**config.mk**
```make
export PLATFORM = sky130hd
export DESIGN_NAME = vga_stream_capture
export DESIGN_NICKNAME = d
export VERILOG_FILES = /design/src/rtl/vga_stream_pkg.sv /design/src/rtl/vga_stream_capture_sync_edge_det.sv /design/src/rtl/vga_stream_capture.sv
export SDC_FILE = /design/constraint.sdc
export NUM_CORES = 1
export LEC_CHECK = 0
export ABC_AREA = 1
export BUFFER_PORTS_ARGS = -buffer_cell sky130_fd_sc_hd__buf_2
export CAP_MARGIN = 40
export CORE_ASPECT_RATIO = 2
export CORE_MARGIN = 2
export CORE_UTILIZATION = 57
export CTS_CLUSTER_SIZE = 12
export DETAILED_ROUTE_END_ITERATION = 8
export PLACE_DENSITY = 0.77
export SYNTH_ARGS = -nofsm -noshare
export SYNTH_HDL_FRONTEND = slang
export SYNTH_SLANG_ARGS = --single-unit
```
**constraint.sdc**
```tcl
create_clock -name px_clk -period 4.8 [get_ports px_clk]
set_clock_uncertainty 0.2 [all_clocks]
set_input_delay 0.24 -clock px_clk [delete_from_list [all_inputs] [get_ports px_clk]]
set_output_delay 0.24 -clock px_clk [all_outputs]
set_load 0.01 [all_outputs]
```
**src/rtl/vga_stream_pkg.sv**
```systemverilog
// Shared definitions for the VGA stream receive path:
// stream widths, field bit positions, counter limits, lock FSM states.
package vga_stream_pkg;

  localparam int STR_VGA_W = 23;
  localparam int STR_RGB_W = 26;

  localparam int X_LSB  = 0;
  localparam int Y_LSB  = 10;
  localparam int HSYNC  = 20;
  localparam int VSYNC  = 21;
  localparam int ACTIVE = 22;
  localparam int B      = 23;
  localparam int G      = 24;
  localparam int R      = 25;

  // Idle stream word: both syncs high (inactive), everything else zero.
  localparam logic [STR_RGB_W-1:0] STR_IDLE = 26'h0300000;

  localparam logic [10:0] HCNT_MAX = 11'd2047;
  localparam logic [9:0]  VCNT_MAX = 10'd1023;

  typedef logic [1:0] state_t;

  localparam state_t ST_SEARCH  = 2'd0;
  localparam state_t ST_MEASURE = 2'd1;
  localparam state_t ST_LOCKED  = 2'd2;

endpackage

```
**src/rtl/vga_stream_capture_sync_edge_det.sv**
```systemverilog
// 2-flop synchroniser for an active-low sync pin plus a one-cycle
// deassertion (0->1) pulse. Ports: clk_i, rst_i, d_i, sync_o, rise_o.
module sync_edge_det (
  input  logic clk_i,
  input  logic rst_i,
  input  logic d_i,
  output logic sync_o,
  output logic rise_o
);

  // [0],[1] synchronise; [2] is the previous synchronised value.
  logic [2:0] sh_q;

  always_ff @(posedge clk_i) begin
    if (rst_i) begin
      sh_q <= 3'b111;
    end else begin
      sh_q <= {sh_q[1:0], d_i};
    end
  end

  assign sync_o = sh_q[1];
  assign rise_o = sh_q[1] & ~sh_q[2];

endmodule

```
**src/rtl/vga_stream_capture.sv**
```systemverilog
// Rebuilds the 26-bit strRGB stream from raw VGA pins and validates timing.
// Ports: px_clk, reset, vsync_in, hsync_in, r/g/b_in, strRGB, locked, line_period.
module vga_stream_capture
  import vga_stream_pkg::*;
#(
  parameter int H_ACTIVE    = 640,
  parameter int H_BACK      = 48,
  parameter int V_ACTIVE    = 480,
  parameter int V_BACK      = 33,
  parameter int H_TOL       = 2,
  parameter int LOCK_FRAMES = 2
) (
  input  logic                 px_clk,
  input  logic                 reset,
  input  logic                 vsync_in,
  input  logic                 hsync_in,
  input  logic                 r_in,
  input  logic                 g_in,
  input  logic                 b_in,
  output logic [STR_RGB_W-1:0] strRGB,
  output logic                 locked,
  output logic [10:0]          line_period
);

  localparam int CW = STR_RGB_W - STR_VGA_W;

  localparam logic [10:0] HB   = 11'(H_BACK);
  localparam logic [10:0] HE   = 11'(H_BACK + H_ACTIVE);
  localparam logic [9:0]  HB10 = 10'(H_BACK);
  localparam logic [9:0]  VB   = 10'(V_BACK);
  localparam logic [9:0]  VE   = 10'(V_BACK + V_ACTIVE);
  localparam logic [11:0] TOL  = 12'(H_TOL);
  localparam logic [3:0]  LOCK_N = 4'(LOCK_FRAMES);

  logic          vs_s, vs_rise;
  logic          hs_s, hs_rise;
  logic [CW-1:0] rgb_s1_q, rgb_s2_q;

  logic [10:0] hcnt_q, hcnt_d;
  logic [9:0]  vcnt_q, vcnt_d;
  logic [10:0] lp_q, lp_d;
  logic [10:0] ref_q, ref_d;
  logic        ref_ok_q, ref_ok_d;
  logic [9:0]  lines_q, lines_d;
  logic        lines_ok_q, lines_ok_d;
  logic [3:0]  match_q, match_d;
  state_t      st_q, st_d;
  logic [STR_RGB_W-1:0] str_q, str_d;

  logic [10:0] period;
  logic        hsat, per_bad, lose, in_win, active;

  sync_edge_det u_vs (
    .clk_i  (px_clk),
    .rst_i  (reset),
    .d_i    (vsync_in),
    .sync_o (vs_s),
    .rise_o (vs_rise)
  );

  sync_edge_det u_hs (
    .clk_i  (px_clk),
    .rst_i  (reset),
    .d_i    (hsync_in),
    .sync_o (hs_s),
    .rise_o (hs_rise)
  );

  assign hsat = (hcnt_q == HCNT_MAX);

  // Period of the line just ended; pinned at the counter ceiling.
  assign period = hsat ? HCNT_MAX : hcnt_q + 11'd1;

  assign per_bad = ({1'b0, period} + TOL < {1'b0, ref_q})
                || ({1'b0, period} > {1'b0, ref_q} + TOL);

  always_comb begin
    hcnt_d = hsat ? hcnt_q : hcnt_q + 11'd1;
    if (hs_rise) hcnt_d = '0;
    vcnt_d = vcnt_q;
    if (hs_rise && vcnt_q != VCNT_MAX) vcnt_d = vcnt_q + 10'd1;
    if (vs_rise) vcnt_d = '0;
    lp_d = hs_rise ? period : lp_q;
  end

  always_comb begin
    st_d       = st_q;
    ref_d      = ref_q;
    ref_ok_d   = ref_ok_q;
    lines_d    = lines_q;
    lines_ok_d = lines_ok_q;
    match_d    = match_q;
    lose       = 1'b0;
    unique case (st_q)
      ST_SEARCH: begin
        if (vs_rise) begin
          st_d       = ST_MEASURE;
          ref_ok_d   = 1'b0;
          lines_ok_d = 1'b0;
          match_d    = '0;
        end
      end
      ST_MEASURE: begin
        if (hs_rise && !ref_ok_q) begin
          ref_d    = period;
          ref_ok_d = 1'b1;
        end
        if (hs_rise && ref_ok_q && per_bad) begin
          st_d = ST_SEARCH;
        end else if (vs_rise) begin
          lines_d    = vcnt_q;
          lines_ok_d = 1'b1;
          if (lines_ok_q && vcnt_q == lines_q) begin
            match_d = match_q + 4'd1;
            if (match_q + 4'd1 == LOCK_N) st_d = ST_LOCKED;
          end else begin
            match_d = '0;
          end
        end
      end
      ST_LOCKED: begin
        lose = (hs_rise && per_bad)
            || (vs_rise && vcnt_q != lines_q)
            || hsat;
        if (lose) st_d = ST_SEARCH;
      end
      default: st_d = ST_SEARCH;
    endcase
  end

  // Coordinates follow the counters' next values so they line up
  // with the colour sample currently leaving the synchroniser.
  assign in_win = (hcnt_d >= HB) && (hcnt_d < HE)
               && (vcnt_d >= VB) && (vcnt_d < VE);
  assign active = in_win && (st_q == ST_LOCKED) && !lose;

  always_comb begin
    str_d = '0;
    if (in_win) begin
      str_d[X_LSB +: 10] = hcnt_d[9:0] - HB10;
      str_d[Y_LSB +: 10] = vcnt_d - VB;
    end
    str_d[HSYNC]  = hs_s;
    str_d[VSYNC]  = vs_s;
    str_d[ACTIVE] = active;
    str_d[R]      = rgb_s2_q[2] & active;
    str_d[G]      = rgb_s2_q[1] & active;
    str_d[B]      = rgb_s2_q[0] & active;
  end

  always_ff @(posedge px_clk) begin
    if (reset) begin
      rgb_s1_q   <= '0;
      rgb_s2_q   <= '0;
      hcnt_q     <= '0;
      vcnt_q     <= '0;
      lp_q       <= '0;
      ref_q      <= '0;
      ref_ok_q   <= 1'b0;
      lines_q    <= '0;
      lines_ok_q <= 1'b0;
      match_q    <= '0;
      st_q       <= ST_SEARCH;
      str_q      <= STR_IDLE;
    end else begin
      rgb_s1_q   <= {r_in, g_in, b_in};
      rgb_s2_q   <= rgb_s1_q;
      hcnt_q     <= hcnt_d;
      vcnt_q     <= vcnt_d;
      lp_q       <= lp_d;
      ref_q      <= ref_d;
      ref_ok_q   <= ref_ok_d;
      lines_q    <= lines_d;
      lines_ok_q <= lines_ok_d;
      match_q    <= match_d;
      st_q       <= st_d;
      str_q      <= str_d;
    end
  end

  assign strRGB      = str_q;
  assign locked      = (st_q == ST_LOCKED);
  assign line_period = lp_q;

endmodule

```
# After elaboration in Yosys (flattened, before gate mapping)
# Cells that the tools add are included.
# word_totals
reg_bits,99
word_cells,101
# classes
mux,24
n_addsub,7
n_eq_ne,15
order_cmp,6
n_bitwise,9
n_reduce_logical,25
# op_table
op,count
$mux 11,3
$add 11x2->12 const B,2
$mux 10,2
$sub 10x6->10 const B,2
$mux 4,4
$gt 11x12->1,1
$logic_and 1x1->1,12
$lt 12x11->1,1
$mux 2,6
$add 11x1->11 const B,1
$eq 11x11->1 const B,1
$ge 11x6->1 const B,1
$lt 11x10->1 const B,1
$add 10x1->10 const B,1
$eq 10x10->1,1
$ge 10x6->1 const B,1
$lt 10x10->1 const B,1
$ne 10x10->1,1
$ne 10x10->1 const B,1
$ne 3x3->1 const B,3
$ne 2x2->1 const B,4
$pmux 4 s2,1
$pmux 2 s3,1
$reduce_and 3->1,2
17 further kinds,32

# Longest topological paths before layout
# logic_depth
ltp_word,12
mapped_depth,26
mapped_depth_nobuf,26

# By module
# A second synthesis with hierarchy kept.
# unflattened
hier_cells,753
hier_area_um2,5397.7
# by_module_without_submodules
module,cells_each,area_per_inst_um2,instances,seq_area_each_um2
vga_stream_capture,731,5212.5,1,1861.8
sync_edge_det,11,92.6,2,60.1

# Worst setup path after synthesis
# OpenSTA, ideal clock, no wires.
# synth_path
path_kind,register to register
from,register hcnt_q[1]
to,register lines_q[2]
path_buffers,1
setup_time_ns,0.113
period_less_slack_ns,3.366
path_stages_with_launch,25
path_slack_ns,1.434
required_time_ns,4.487
arrival_ns,3.053
cell_sequence,dfxtp_1 > ha_1 > nand2_2 > nor2_4 > nand3_4 > o21ai_0 > ha_1 > nand3_2 > nor2_4 > xor2_1 > ha_1 > a21o_1 > nor2_1 > nand2_1 > nand2_1 > nand2_1 > a21oi_1 > nand2_1 > nand2_2 > nand2_4 > nand3_4 > buf_6 > nand2_1 > nand2_1 > nor2_1
# synth_via
elab_chain_len,8
word_cells_on_any_way,10
classes_between,add/sub: 2; order compare: 2; eq/ne: 1; mux: 1; bitwise: 1; reduce/logical: 3
# synth_lines
item,line_no,source
from (decl),vga_stream_capture.sv:39,"logic [10:0] hcnt_q, hcnt_d;"
from (signal assigned),vga_stream_capture.sv:168,hcnt_q <= hcnt_d;
$add 11x1->11 or $eq 11x11->1 (tied branches),"vga_stream_capture.sv:72, vga_stream_capture.sv:69",
$mux 11 (*),vga_stream_capture.sv:72,assign period = hsat ? HCNT_MAX : hcnt_q + 11'd1;
net period[2],vga_stream_capture.sv:50,logic [10:0] period;
$add 11x2->12,vga_stream_capture.sv:74,"assign per_bad = ({1'b0, period} + TOL < {1'b0, ref_q})"
$lt 12x11->1,vga_stream_capture.sv:74,
$logic_or 1x1->1 (*),vga_stream_capture.sv:75,"|| ({1'b0, period} > {1'b0, ref_q} + TOL);"
$logic_and 1x1->1 (*),vga_stream_capture.sv:108,if (hs_rise && ref_ok_q && per_bad) begin
$not 1->1 (no line) (*),n/a,
$reduce_and 3->1 (no line) (*),n/a,
to (signal assigned),vga_stream_capture.sv:173,lines_q <= lines_d;
to (decl),vga_stream_capture.sv:44,"logic [9:0] lines_q, lines_d;"
# Mark *: on every way through the listed nets, which the timed path passes. The rest lies on a longest branch.
# A chain may end at the register's enable or synchronous reset.

# Worst setup path after layout
# layout_path
from,register hcnt_q[0]
to,register lines_q[2]
# The elaborated chain is that of the path after synthesis.

==> impl_metrics.py <==
metrics = {
    "layout": {
        "area_delta_synth_final_pct": 11.59,
        "n_antenna_cell": 0,
        "final_nets": 834,
        "layout-drive-gt1-share": 0.1548,
    },
    "clock_network": {
        "clk-insertion-delay-late_ps": 350,
        "tritoncts": "built",
        "htree_levels": 3,
        "cts_buffer_depth": 2,
        "cts.sinks": 97,
        "postCtsResizedCells": 0,
        "cts-buffers-inserted": 9,
        "clk_pin_slew_worst_paths_ps": 70,
        "post_cts_buffers": 0,
        "cts_root_buf": "clkbuf_16",
        "cts_hold_buf": 5,
    },
    "setup_path": {
        "required_ps": 4840,
        "crit_path_start": "hcnt_q[0]",
        "end_kind": "register",
        "critical_path_class": "register to register",
        "worstReg2RegStart": "hcnt_q[0]",
        "cp_max_fo": 21,
        "cp-start-kind": "register",
        "crit_path_end": "lines_q[2]",
        "crit_arrival_ps": 4000,
        "reg2reg_depth": 23,
        "rr_endpoint": "lines_q[2]",
        "cpMaxStageDelayCell": "dfxtp_1",
        "regToRegSetupSlack_ps": 840,
        "max_stage_delay_ps": 510,
        "path_common_cell": "nand2_1",
        "cp_cell_sequence": "ha_1 -> nand2_2 -> nor2_4 -> nand3_4 -> o21ai_0 -> ha_1 -> nand3_2 -> nor2_4 -> xor2_1 -> ha_1 -> a21o_1 -> nor2_1 -> nand2_1 -> nand2_1 -> nand2_1 -> a21oi_1 -> nand2_1 -> nand2_2 -> nand2_4 -> nand3_4 -> nand2_1 -> nand2_1 -> nor2_1",
    },
    "logic_synthesis": {
        "synth_area_leader_cell": "dfxtp_1",
        "ys_ff_latch": 97,
        "synth.area.top_cells": "dfxtp_1 36%, nand2_1 12%, ha_1 7.2%",
        "ys_warn_count": 0,
        "syn_area_sq_um": 5385,
        "synth_area_per_cell_sq_um": 7.142,
        "ys_types": 35,
        "synth_async_sr_flop_share": 0,
        "syn_nets": 792,
        "synth-main-ff-cell": "dfxtp_1",
        "yosys.area.top_type_share": 0.3606,
        "syn_inst": 754,
        "synth_edf_count": 0,
        "synth_seq_area_share": 0.3606,
    },
    "timing": {
        "post-route-period-util": 0.8241,
        "fmaxAchievable_mhz": 252.8,
        "setup_violations": 0,
        "slew_viol_final": 0,
        "tns_ps": 0,
        "finalHoldViolCount": 0,
        "max_slew_margin": 0.4620,
        "rsz0062_at_grt": "false",
        "setup_ws_ps": 844.4,
        "worstMarginPinSlew_ps": 802.1,
        "fin_crit_ps": 3956,
    },
    "routing": {
        "drc": 0,
        "vias": 4952,
        "wire_per_inst_microns": 14.97,
        "finalWirelength_microns": 13550,
        "ant_nets": 0,
        "drt_first_iter_violations": 230,
        "vias_per_cell": 5.472,
        "firstDrtPassIters": 5,
    },
    "run_status": {
        "status": "finished clean",
    },
    "floorplan": {
        "core.rowCount": 50,
        "die_y_microns": 141.5,
        "die-area_sq_um": 10290,
        "core_region_area_sq_um": 9259,
        "io_pins": 45,
        "initial_core_util": 0.5816,
        "die_x_microns": 72.73,
    },
    "global_route": {
        "grt_util_all_layers": 0.2738,
        "grt_overflow": 0,
        "grt_pass1_wl_microns": 21900,
        "grt_pass1_vias": 4932,
        "antenna_found_initial": 0,
        "grt_max_degree": 47,
    },
    "place": {
        "dp_hpwl_microns": 10360,
        "place.gp.congestion": 0.9608,
        "io_buffers": 44,
        "pre_cts_ws_ps": 834.0,
    },
    "min_path": {
        "hold_path_class": "register to register",
    },
    "run": {
        "cap_viol_max_count": 0,
    },
    "power": {
        "peakVddDrop_v": 0.0002689,
        "p_per_area_nw_per_um2": 286.6,
        "power.leakage_nw": 3.008,
    },
}
per-stage QoR:
step | instances | hold slack [ps] | util | area (sq um) | power (mW)
finish | 905 | 215.1 | 0.6491 | 6010 | 1.722
global route | 905 | 227.3 | 0.6491 | 6010 | 1.778
CTS | 905 | 219.8 | 0.6491 | 6010 | 1.731
detailed placement | 884 | 202.6 | 0.6089 | 5638 | 0.9698
global placement | 884 | 193.0 | 0.6089 | 5638 | 0.9659
floorplan | 754 | 143.8 | - | 5385 | 0.9348
registers in the layout, indices dropped and copies added, names as in the netlist, 2 cells and up:
| register | count |
|---|---|
| strRGB | 26 |
| hcnt_q | 11 |
| line_period | 11 |
| ref_q | 11 |
| lines_q | 10 |
| vcnt_q | 10 |
| match_q | 4 |
| rgb_s1_q | 3 |
| rgb_s2_q | 3 |
| st_q | 2 |
| u_hs.sh_q | 2 |
| u_vs.sh_q | 2 |
power breakdown:
part,switching (mW),internal (mW),total (mW)
sequential,0.00960,0.816,0.825
combinational,0.0867,0.0447,0.131
clock,0.346,0.420,0.766
total,0.442,1.28,1.72
worst min-delay path by stage:
stage,start,to,slack [ps],cells past startpoint
floorplan,hsync_in,u_hs.sh_q[0],140,1
global placement,u_hs.sh_q[0],u_hs.sh_q[1],190,1
detailed placement,u_vs.sh_q[0],u_vs.sh_q[1],200,1
CTS,rgb_s1_q[2],rgb_s2_q[2],220,2
global route,u_vs.sh_q[0],u_vs.sh_q[1],230,1
finish,rgb_s1_q[2],rgb_s2_q[2],220,2
cell type report:
cell class | count | area (sq um)
multi-input cells | 529 | 2922
well taps | 104 | 130.1
fillers | 845 | 3249
repair buffers | 52 | 292.8
inverters | 107 | 401.6
clock buffers | 9 | 225.2
flip-flops and latches | 97 | 1942
clock inverters | 7 | 96.34
placed cells by master, fill, tap and decap left out, drive strengths merged, types with 5 or more instances in the layout:
master / n
nor3: 19
inv: 106
nor2: 105
ha: 31
clkinv: 6
xor2: 21
a21oi: 44
o211ai: 5
or2: 7
dlygate4sd3: 5
nand2: 187
buf: 47
o21ai: 27
nand4: 19
dfxtp: 97
clkbuf: 9
nand3: 55
metal layers:
| metal | share of wire | wire, microns | track usage |
|---|---|---|---|
| met1 | 0.33 | 4490 | 0.2395 |
| met2 | 0.55 | 7500 | 0.5196 |
| met3 | 0.038 | 510 | 0.04474 |
| met4 | 0.077 | 1050 | 0.2125 |
| met5 | 0 | 0 | 0 |
worst max-delay path: cells and delay by family, from the launching register on:
family,cells,cell delay (ps)
AOI/OAI and AO/OA,3,550
xor gates and xnor gates,1,160
DFF,1,510
and+or+nand+nor,16,1570
adders and majority gates,3,840
synthesized netlist by cell type, types with 5 or more instances:
master / number
a21oi_1: 35
a21oi_2: 9
clkbuf_1: 10
dfxtp_1: 97
ha_1: 31
inv_1: 97
inv_2: 6
nand2_1: 174
nand2_2: 11
nand3_1: 41
nand3_2: 8
nand3_4: 6
nand4_1: 19
nor2_1: 95
nor2_2: 5
nor2_4: 5
nor3_1: 18
o211ai_1: 5
o21ai_0: 25
or2_2: 7
xor2_1: 21
cells by family after synthesis:
family | count (synthesis) | synth area share
flip-flops | 97 | 0.3606
adder cells (fa/ha/maj) | 31 | 0.07203
AO/OA/AOI/OAI | 78 | 0.08272
AND/OR/NAND/NOR | 396 | 0.3487
XOR/XNOR | 24 | 0.03904
buffers and inverters | 128 | 0.09688
Note: power is estimated with default switching activity, not from simulation.
